--- config.mk ---
export PLATFORM = sky130hd
export DESIGN_NAME = vga_timing_gen_flat
export DESIGN_NICKNAME = d
export VERILOG_FILES = /design/src/rtl/vga_timing_gen_pkg.sv /design/src/rtl/vga_timing_gen_if.sv /design/src/rtl/vga_timing_gen_axis_counter.sv /design/src/rtl/vga_timing_gen.sv /design/src/flat_wrapper.sv
export SDC_FILE = /design/constraint.sdc
export NUM_CORES = 1
export LEC_CHECK = 0
export CORE_MARGIN = 1.5
export CORE_UTILIZATION = 54
export DETAILED_ROUTE_END_ITERATION = 8
export PLACE_DENSITY = 0.8
export SYNTH_ARGS = -nofsm -noshare
export SYNTH_HDL_FRONTEND = slang
export SYNTH_SLANG_ARGS = --single-unit
--- constraint.sdc ---
create_clock -name clk -period 3.3 [get_ports clk]
set_input_delay 0.66 -clock clk [delete_from_list [all_inputs] [get_ports clk]]
set_output_delay 0.66 -clock clk [all_outputs]
set_load 0.01 [all_outputs]
--- src/rtl/vga_timing_gen_pkg.sv ---
// Shared types and constants for the VGA raster timing generator.
// Holds the per-axis phase enum, the default 800x600@72 Hz mode
// (50 MHz pixel clock) and the fixed counter widths.
package vga_timing_pkg;

  localparam int HCOUNT_W = 11;
  localparam int VCOUNT_W = 10;

  localparam int DEF_H_ACTIVE = 800;
  localparam int DEF_H_FP     = 56;
  localparam int DEF_H_SYNC   = 120;
  localparam int DEF_H_BP     = 64;
  localparam int DEF_V_ACTIVE = 600;
  localparam int DEF_V_FP     = 37;
  localparam int DEF_V_SYNC   = 6;
  localparam int DEF_V_BP     = 23;

  localparam bit DEF_H_SYNC_POL = 1'b1;
  localparam bit DEF_V_SYNC_POL = 1'b1;

  typedef enum logic [1:0] {
    ACTIVE,
    FRONT,
    SYNC,
    BACK
  } phase_t;

endpackage

--- src/rtl/vga_timing_gen_if.sv ---
// Raster output bundle between the timing generator (master) and the
// colour stage / connector pins (slave).
interface vga_timing_gen_if;
  import vga_timing_pkg::*;

  logic [HCOUNT_W-1:0] hcount;
  logic [VCOUNT_W-1:0] vcount;
  logic                display_on;
  logic                hsync;
  logic                vsync;
  logic                line_start;
  logic                frame_start;

  modport master (
    output hcount, vcount, display_on, hsync, vsync, line_start, frame_start
  );

  modport slave (
    input hcount, vcount, display_on, hsync, vsync, line_start, frame_start
  );

endinterface

--- src/rtl/vga_timing_gen_axis_counter.sv ---
// One raster axis: a position counter plus its ACTIVE/FRONT/SYNC/BACK
// phase FSM. The counter steps only when 'advance' is high and wraps
// after the back porch. 'phase_nxt' is the phase that will hold after
// the coming edge, so the parent can register decoded outputs that line
// up with the registered count. 'wrap' flags that this edge returns the
// count to 0.
module vga_axis_counter
  import vga_timing_pkg::*;
#(
  parameter int ACTIVE_LEN = 800,
  parameter int FP_LEN     = 56,
  parameter int SYNC_LEN   = 120,
  parameter int BP_LEN     = 64,
  parameter int WIDTH      = 11
) (
  input  logic             clk,
  input  logic             rst,
  input  logic             advance,
  output logic [WIDTH-1:0] count,
  output phase_t           phase_nxt,
  output logic             wrap
);

  localparam int TOTAL = ACTIVE_LEN + FP_LEN + SYNC_LEN + BP_LEN;

  localparam logic [WIDTH-1:0] LAST     = WIDTH'(TOTAL - 1);
  localparam logic [WIDTH-1:0] FRONT_AT = WIDTH'(ACTIVE_LEN);
  localparam logic [WIDTH-1:0] SYNC_AT  = WIDTH'(ACTIVE_LEN + FP_LEN);
  localparam logic [WIDTH-1:0] BACK_AT  = WIDTH'(ACTIVE_LEN + FP_LEN + SYNC_LEN);

  phase_t           phase;
  logic [WIDTH-1:0] count_nxt;

  assign wrap = advance && (count == LAST);

  // Next count and phase: phases change exactly where the new count crosses a boundary
  always_comb begin
    count_nxt = count;
    phase_nxt = phase;
    if (advance) begin
      if (count == LAST) begin
        count_nxt = '0;
        phase_nxt = ACTIVE;
      end else begin
        count_nxt = count + 1'b1;
        case (count_nxt)
          FRONT_AT: phase_nxt = FRONT;
          SYNC_AT:  phase_nxt = SYNC;
          BACK_AT:  phase_nxt = BACK;
          default:  phase_nxt = phase;
        endcase
      end
    end
  end

  // Counter/phase registers; reset parks the axis on its last back-porch position
  always_ff @(posedge clk) begin
    if (rst) begin
      count <= LAST;
      phase <= BACK;
    end else begin
      count <= count_nxt;
      phase <= phase_nxt;
    end
  end

endmodule

--- src/rtl/vga_timing_gen.sv ---
// VGA raster timing generator (default 800x600@72 Hz, 50 MHz pixel clock).
// Produces pixel position, display_on, hsync/vsync and line/frame start
// strobes, all registered and describing the same position each cycle.
// Optional build macro VGA_PIX_CE_EN adds a pix_ce pixel-enable input;
// without it the generator advances on every clk.
module vga_timing_gen
  import vga_timing_pkg::*;
#(
  parameter int H_ACTIVE   = DEF_H_ACTIVE,
  parameter int H_FP       = DEF_H_FP,
  parameter int H_SYNC     = DEF_H_SYNC,
  parameter int H_BP       = DEF_H_BP,
  parameter int V_ACTIVE   = DEF_V_ACTIVE,
  parameter int V_FP       = DEF_V_FP,
  parameter int V_SYNC     = DEF_V_SYNC,
  parameter int V_BP       = DEF_V_BP,
  parameter bit H_SYNC_POL = DEF_H_SYNC_POL,
  parameter bit V_SYNC_POL = DEF_V_SYNC_POL
) (
  input  logic             clk,
  input  logic             rst,
  vga_timing_gen_if.master vga
`ifdef VGA_PIX_CE_EN
  ,
  input  logic             pix_ce
`endif
);

  localparam int H_TOTAL = H_ACTIVE + H_FP + H_SYNC + H_BP;
  localparam int V_TOTAL = V_ACTIVE + V_FP + V_SYNC + V_BP;

  if (H_TOTAL > 2048 || V_TOTAL > 1024) begin : g_bad_total
    $error("vga_timing_gen: H_TOTAL must be <= 2048 and V_TOTAL <= 1024");
  end
  if (H_ACTIVE == 0 || H_FP == 0 || H_SYNC == 0 || H_BP == 0 ||
      V_ACTIVE == 0 || V_FP == 0 || V_SYNC == 0 || V_BP == 0) begin : g_bad_zero
    $error("vga_timing_gen: every porch/sync/active length must be non-zero");
  end

  logic                adv;
  logic [HCOUNT_W-1:0] h_count;
  logic [VCOUNT_W-1:0] v_count;
  phase_t              h_phase_nxt;
  phase_t              v_phase_nxt;
  logic                h_wrap;
  logic                v_wrap;

  logic display_on_q;
  logic hsync_q;
  logic vsync_q;
  logic line_start_q;
  logic frame_start_q;

`ifdef VGA_PIX_CE_EN
  assign adv = pix_ce;
`else
  assign adv = 1'b1;
`endif

  vga_axis_counter #(
    .ACTIVE_LEN (H_ACTIVE),
    .FP_LEN     (H_FP),
    .SYNC_LEN   (H_SYNC),
    .BP_LEN     (H_BP),
    .WIDTH      (HCOUNT_W)
  ) u_h_axis (
    .clk       (clk),
    .rst       (rst),
    .advance   (adv),
    .count     (h_count),
    .phase_nxt (h_phase_nxt),
    .wrap      (h_wrap)
  );

  // The vertical axis steps once per line, on the edge the horizontal count wraps
  vga_axis_counter #(
    .ACTIVE_LEN (V_ACTIVE),
    .FP_LEN     (V_FP),
    .SYNC_LEN   (V_SYNC),
    .BP_LEN     (V_BP),
    .WIDTH      (VCOUNT_W)
  ) u_v_axis (
    .clk       (clk),
    .rst       (rst),
    .advance   (h_wrap),
    .count     (v_count),
    .phase_nxt (v_phase_nxt),
    .wrap      (v_wrap)
  );

  // Registered decodes of the upcoming phases, so they align with the registered counters
  always_ff @(posedge clk) begin
    if (rst) begin
      display_on_q  <= 1'b0;
      hsync_q       <= ~H_SYNC_POL;
      vsync_q       <= ~V_SYNC_POL;
      line_start_q  <= 1'b0;
      frame_start_q <= 1'b0;
    end else if (adv) begin
      display_on_q  <= (h_phase_nxt == ACTIVE) && (v_phase_nxt == ACTIVE);
      hsync_q       <= (h_phase_nxt == SYNC) ? H_SYNC_POL : ~H_SYNC_POL;
      vsync_q       <= (v_phase_nxt == SYNC) ? V_SYNC_POL : ~V_SYNC_POL;
      line_start_q  <= h_wrap;
      frame_start_q <= h_wrap && v_wrap;
    end else begin
      line_start_q  <= 1'b0;
      frame_start_q <= 1'b0;
    end
  end

  assign vga.hcount      = h_count;
  assign vga.vcount      = v_count;
  assign vga.display_on  = display_on_q;
  assign vga.hsync       = hsync_q;
  assign vga.vsync       = vsync_q;
  assign vga.line_start  = line_start_q;
  assign vga.frame_start = frame_start_q;

endmodule

--- src/flat_wrapper.sv ---
// flat-port wrapper written by rule: the top's interface ports become plain ports
module vga_timing_gen_flat import vga_timing_pkg::*;
#(
  parameter int H_ACTIVE   = DEF_H_ACTIVE,
  parameter int H_FP       = DEF_H_FP,
  parameter int H_SYNC     = DEF_H_SYNC,
  parameter int H_BP       = DEF_H_BP,
  parameter int V_ACTIVE   = DEF_V_ACTIVE,
  parameter int V_FP       = DEF_V_FP,
  parameter int V_SYNC     = DEF_V_SYNC,
  parameter int V_BP       = DEF_V_BP,
  parameter bit H_SYNC_POL = DEF_H_SYNC_POL,
  parameter bit V_SYNC_POL = DEF_V_SYNC_POL
)
  (clk, rst, vga_hcount, vga_vcount, vga_display_on, vga_hsync, vga_vsync, vga_line_start, vga_frame_start);
  vga_timing_gen_if vga_i ();
  input  logic clk;
  input  logic rst;
  output wire logic [$bits(vga_i.hcount)-1:0] vga_hcount;
  output wire logic [$bits(vga_i.vcount)-1:0] vga_vcount;
  output wire logic [$bits(vga_i.display_on)-1:0] vga_display_on;
  output wire logic [$bits(vga_i.hsync)-1:0] vga_hsync;
  output wire logic [$bits(vga_i.vsync)-1:0] vga_vsync;
  output wire logic [$bits(vga_i.line_start)-1:0] vga_line_start;
  output wire logic [$bits(vga_i.frame_start)-1:0] vga_frame_start;
  assign vga_hcount = vga_i.hcount;
  assign vga_vcount = vga_i.vcount;
  assign vga_display_on = vga_i.display_on;
  assign vga_hsync = vga_i.hsync;
  assign vga_vsync = vga_i.vsync;
  assign vga_line_start = vga_i.line_start;
  assign vga_frame_start = vga_i.frame_start;
  vga_timing_gen #(.H_ACTIVE(H_ACTIVE), .H_FP(H_FP), .H_SYNC(H_SYNC), .H_BP(H_BP), .V_ACTIVE(V_ACTIVE), .V_FP(V_FP), .V_SYNC(V_SYNC), .V_BP(V_BP), .H_SYNC_POL(H_SYNC_POL), .V_SYNC_POL(V_SYNC_POL)) u_core (.clk(clk), .rst(rst), .vga(vga_i));
endmodule
==> flow_metrics.env <==
export IMPL_yosysUniqueCellTypes=57
export IMPL_floorplan_initialDensity=0.562
export IMPL_place_area_sq_um=2140
export IMPL_finalCriticalPeriod_ns=2.79
export IMPL_post_layout_nonfiller_instances=296
export IMPL_dr_first_iter_drc_count=89
export IMPL_nature_of_the_critical_path_endpoint="register"
export IMPL_synth_sequential_area_ratio=0.320
export IMPL_tritoncts="done"
export IMPL_synth_top_cell_area_share=0.320
export IMPL_worst_skew_pair_late_latency_ns=0.34
export IMPL_synth_edf_count=0
export IMPL_worstPathMaxFanout=9
export IMPL_route_detailed_vias_per_inst=5.65
export IMPL_die_height_microns=62.0
export IMPL_cts_resized=0
export IMPL_final_antenna_net_count=0
export IMPL_numPlacedInstances=288
export IMPL_placeableCoreArea_sq_um=3340
export IMPL_unrepaired_setup_endpoints_after_global_routing="false"
export IMPL_worst_ir_drop_vdd_uv=543
export IMPL_global_route_usage_total=0.228
export IMPL_layout_filler_cells=286
export IMPL_path_buf_inv=0
export IMPL_worst_slew_pin_slew_ns=0.594
export IMPL_clockRootBuffer="clkbuf_4"
export IMPL_post_cts_setup_buffer_count=0
export IMPL_worstRegToRegCells=8
export IMPL_grt_antenna_before_repair=0
export IMPL_synth_warnings=0
export IMPL_syn_avg_cell_area_sq_um=8.27
export IMPL_wirelength_microns=4030
export IMPL_min_delay_worst_endpoint="u_core.u_h_axis.phase[0]"
export IMPL_numCtsBuffers=5
export IMPL_synth_area_top_cells="dfxtp_1 (32%), nor2_1 (6.2%), xnor2_1 (6.1%)"
export IMPL_io_buffer_count=27
export IMPL_status="finished, final reports clean"
export IMPL_r2r_end="u_core.vga.display_on"
export IMPL_fmax_mhz=358
export IMPL_synth_fp_nets=236
export IMPL_post_route_drc_count=0
export IMPL_dieWidth_microns=62.0
export IMPL_cts_sinks=30
export IMPL_register_clock_pin_slew_on_the_reported_worst_setup_and_hold_paths_ns=0.10
export IMPL_regToRegSetupSlack_ns=0.51
export IMPL_commonest_non_fill_non_tap_cells_in_the_layout="nor2_1 (31), dfxtp_1 (30), clkdlybuf4s50_1 (27)"
export IMPL_worstHoldPathType="register to register"
export IMPL_power_density_nw_per_um2=838
export IMPL_dpl_hpwl_microns=2830
export IMPL_timing_critical_path_required_ns=3.57
export IMPL_layout_core_utilization=0.661
export IMPL_clock_skew_ns=0.0122
export IMPL_layout_worst_path_cycle_share=0.846
export IMPL_layout_drive_gt1_share=0.0600
export IMPL_critical_path_top_delay_family="simple AND/OR/NAND/NOR gates"
export IMPL_postSynthRegisterBits=30
export IMPL_commonest_non_fill_non_tap_cell_in_the_layout="nor2_1"
export IMPL_timing_hold_worst_path_depth=2
export IMPL_cp_slowest_stage_delay_ns=0.50
export IMPL_detailroute_via_count=1672
export IMPL_type_of_origin_of_the_critical_path="register"
export IMPL_area_growth_synth_to_final_pct=17.5
export IMPL_headroom_to_the_max_slew_limit=0.601
export IMPL_routedWlPerCell_microns=13.6
export IMPL_pin_count_of_the_biggest_net_entering_global_routing=16
export IMPL_firstDrtPassIters=5
export IMPL_drv_max_cap_violation_count=0
export IMPL_via_count_of_the_first_global_routing_pass=1370
export IMPL_total_non_filler_cell_area_in_the_finished_layout_sq_um=2200
export IMPL_critical_path_arrival_ns=3.06
export IMPL_clk_path_buf_depth=2
export IMPL_rr_startpoint="u_core.u_v_axis.count[1]"
export IMPL_power_static_leakage_nw=0.784
export IMPL_area_taken_by_flip_flops_and_latches_sq_um=601
export IMPL_async_flop_share=0
export IMPL_rows=21
export IMPL_die_area_sq_um=3840
export IMPL_report_final_setup_viol=0
export IMPL_critPathSlowestCell="dfxtp_1"
export IMPL_htree_levels=2
export IMPL_timing_worst_setup_path_type="register to register"
export IMPL_antenna_diode_count=0
export IMPL_synthCells=227
export IMPL_grt_first_pass_wirelength_microns=6410
export IMPL_finalMaxSlewViolations=0
export IMPL_hold_start="u_core.u_h_axis.phase[0]"
export IMPL_worstPathCellList="ha_1 > nand4_2 > nor4_1 > a311oi_1 > nand2b_1 > or4_1 > a311o_1 > nor3b_2"
export IMPL_tns_ns=0
export IMPL_synth_area_sq_um=1880
export IMPL_ys_flop_type="dfxtp_1"
export IMPL_hold_buffers=0
export IMPL_gp_routability_congestion=0.913
export IMPL_final_hold_violation_count=0
export IMPL_top_level_ports=28
export IMPL_combined_area_of_the_multi_input_logic_cells_sq_um=1170
export IMPL_holdWs_ns=0.574
export IMPL_final_nets=258
export IMPL_globalRoute_totalOverflow=0
export IMPL_synth_area_leader_cell="dfxtp_1"
[worst register-to-register path, delay by kind of cell, from the launching register on]
kind	cells	cell delay, ns
and+or+nand+nor	5	1.36
AOI/OAI and AO/OA	2	0.50
DFF	1	0.50
adders and majority gates	1	0.37
[routing by layer]
metal,global-route usage,part of all wire
met3,0.0683,0.040
met5,0,0
met1,0.321,0.50
met2,0.333,0.44
met4,0.0729,0.014
[where the power goes]
group / switching (mW) / total, mW / internal (mW)
Clock: 0.132 / 0.235 / 0.103
Sequential: 0.186 / 0.662 / 0.476
Combinational: 0.482 / 0.950 / 0.468
Total: 0.799 / 1.85 / 1.05
[state kept, by name, indices dropped and copies added (netlist names)]
| signal | count |
|---|---|
| u_core.vga.line_start | 1 |
| u_core.u_h_axis.phase | 2 |
| u_core.vga.display_on | 1 |
| u_core.vga.vsync | 1 |
| u_core.vga.frame_start | 1 |
| u_core.u_h_axis.count | 11 |
| u_core.vga.hsync | 1 |
| u_core.u_v_axis.phase | 2 |
| u_core.u_v_axis.count | 10 |
[cells by family after synthesis]
| kind of cell | after synthesis | synth area share |
|---|---|---|
| and+or+nand+nor | 103 | 0.307 |
| AOI/OAI and AO/OA | 46 | 0.177 |
| DFF | 30 | 0.320 |
| buffers and inverters | 21 | 0.0560 |
| xor gates and xnor gates | 19 | 0.0887 |
| adders and majority gates | 7 | 0.0467 |
| muxes | 1 | 0.00533 |
[final cells by class]
type                            count  share of cell area
Sequential cell                    30               0.272
Multi-Input combinational cell    176               0.531
Tap cell                           46              0.0261
Clock inverter                      1             0.00227
Clock buffer                        7              0.0250
Timing Repair Buffer               30               0.133
Inverter                            6              0.0102
[synthesized netlist by cell type (2+ instances only)]
cell,n
a211o_1,2
a21boi_1,2
a21o_1,4
a21oi_1,7
a221o_1,2
a311oi_1,2
a31oi_1,2
and3_1,3
and4b_1,2
buf_2,6
buf_4,3
clkbuf_1,5
dfxtp_1,30
ha_1,7
inv_1,6
nand2_1,14
nand2b_1,7
nand3_1,12
nand4_1,2
nand4b_1,3
nor2_1,31
nor3_1,6
nor3b_1,3
nor4_1,2
o21ai_0,8
o21bai_1,3
o31ai_1,2
or3_1,3
or3b_1,3
xnor2_1,13
xor2_1,6
[through the flow]
stage / setup slack, ns / total power, mW
floorplan: 0.776 / 1.28
global route: 0.311 / 1.99
finish: 0.509 / 1.85
global placement: 0.677 / 1.60
CTS: 0.527 / 1.85
detailed placement: 0.578 / 1.61
[worst max-delay path by stage]
stage          cells past startpoint                     to                      from
2_1_floorplan                      9  u_core.vga.display_on  u_core.u_v_axis.count[1]
3_3_place_gp                       8  u_core.vga.display_on  u_core.u_v_axis.count[1]
3_5_place_dp                       8  u_core.vga.display_on  u_core.u_v_axis.count[1]
4_1_cts                            8  u_core.vga.display_on  u_core.u_v_axis.count[1]
5_1_grt                            8  u_core.vga.display_on  u_core.u_v_axis.count[1]
6_report                           8  u_core.vga.display_on  u_core.u_v_axis.count[1]
(Power assumes the default switching activity.)
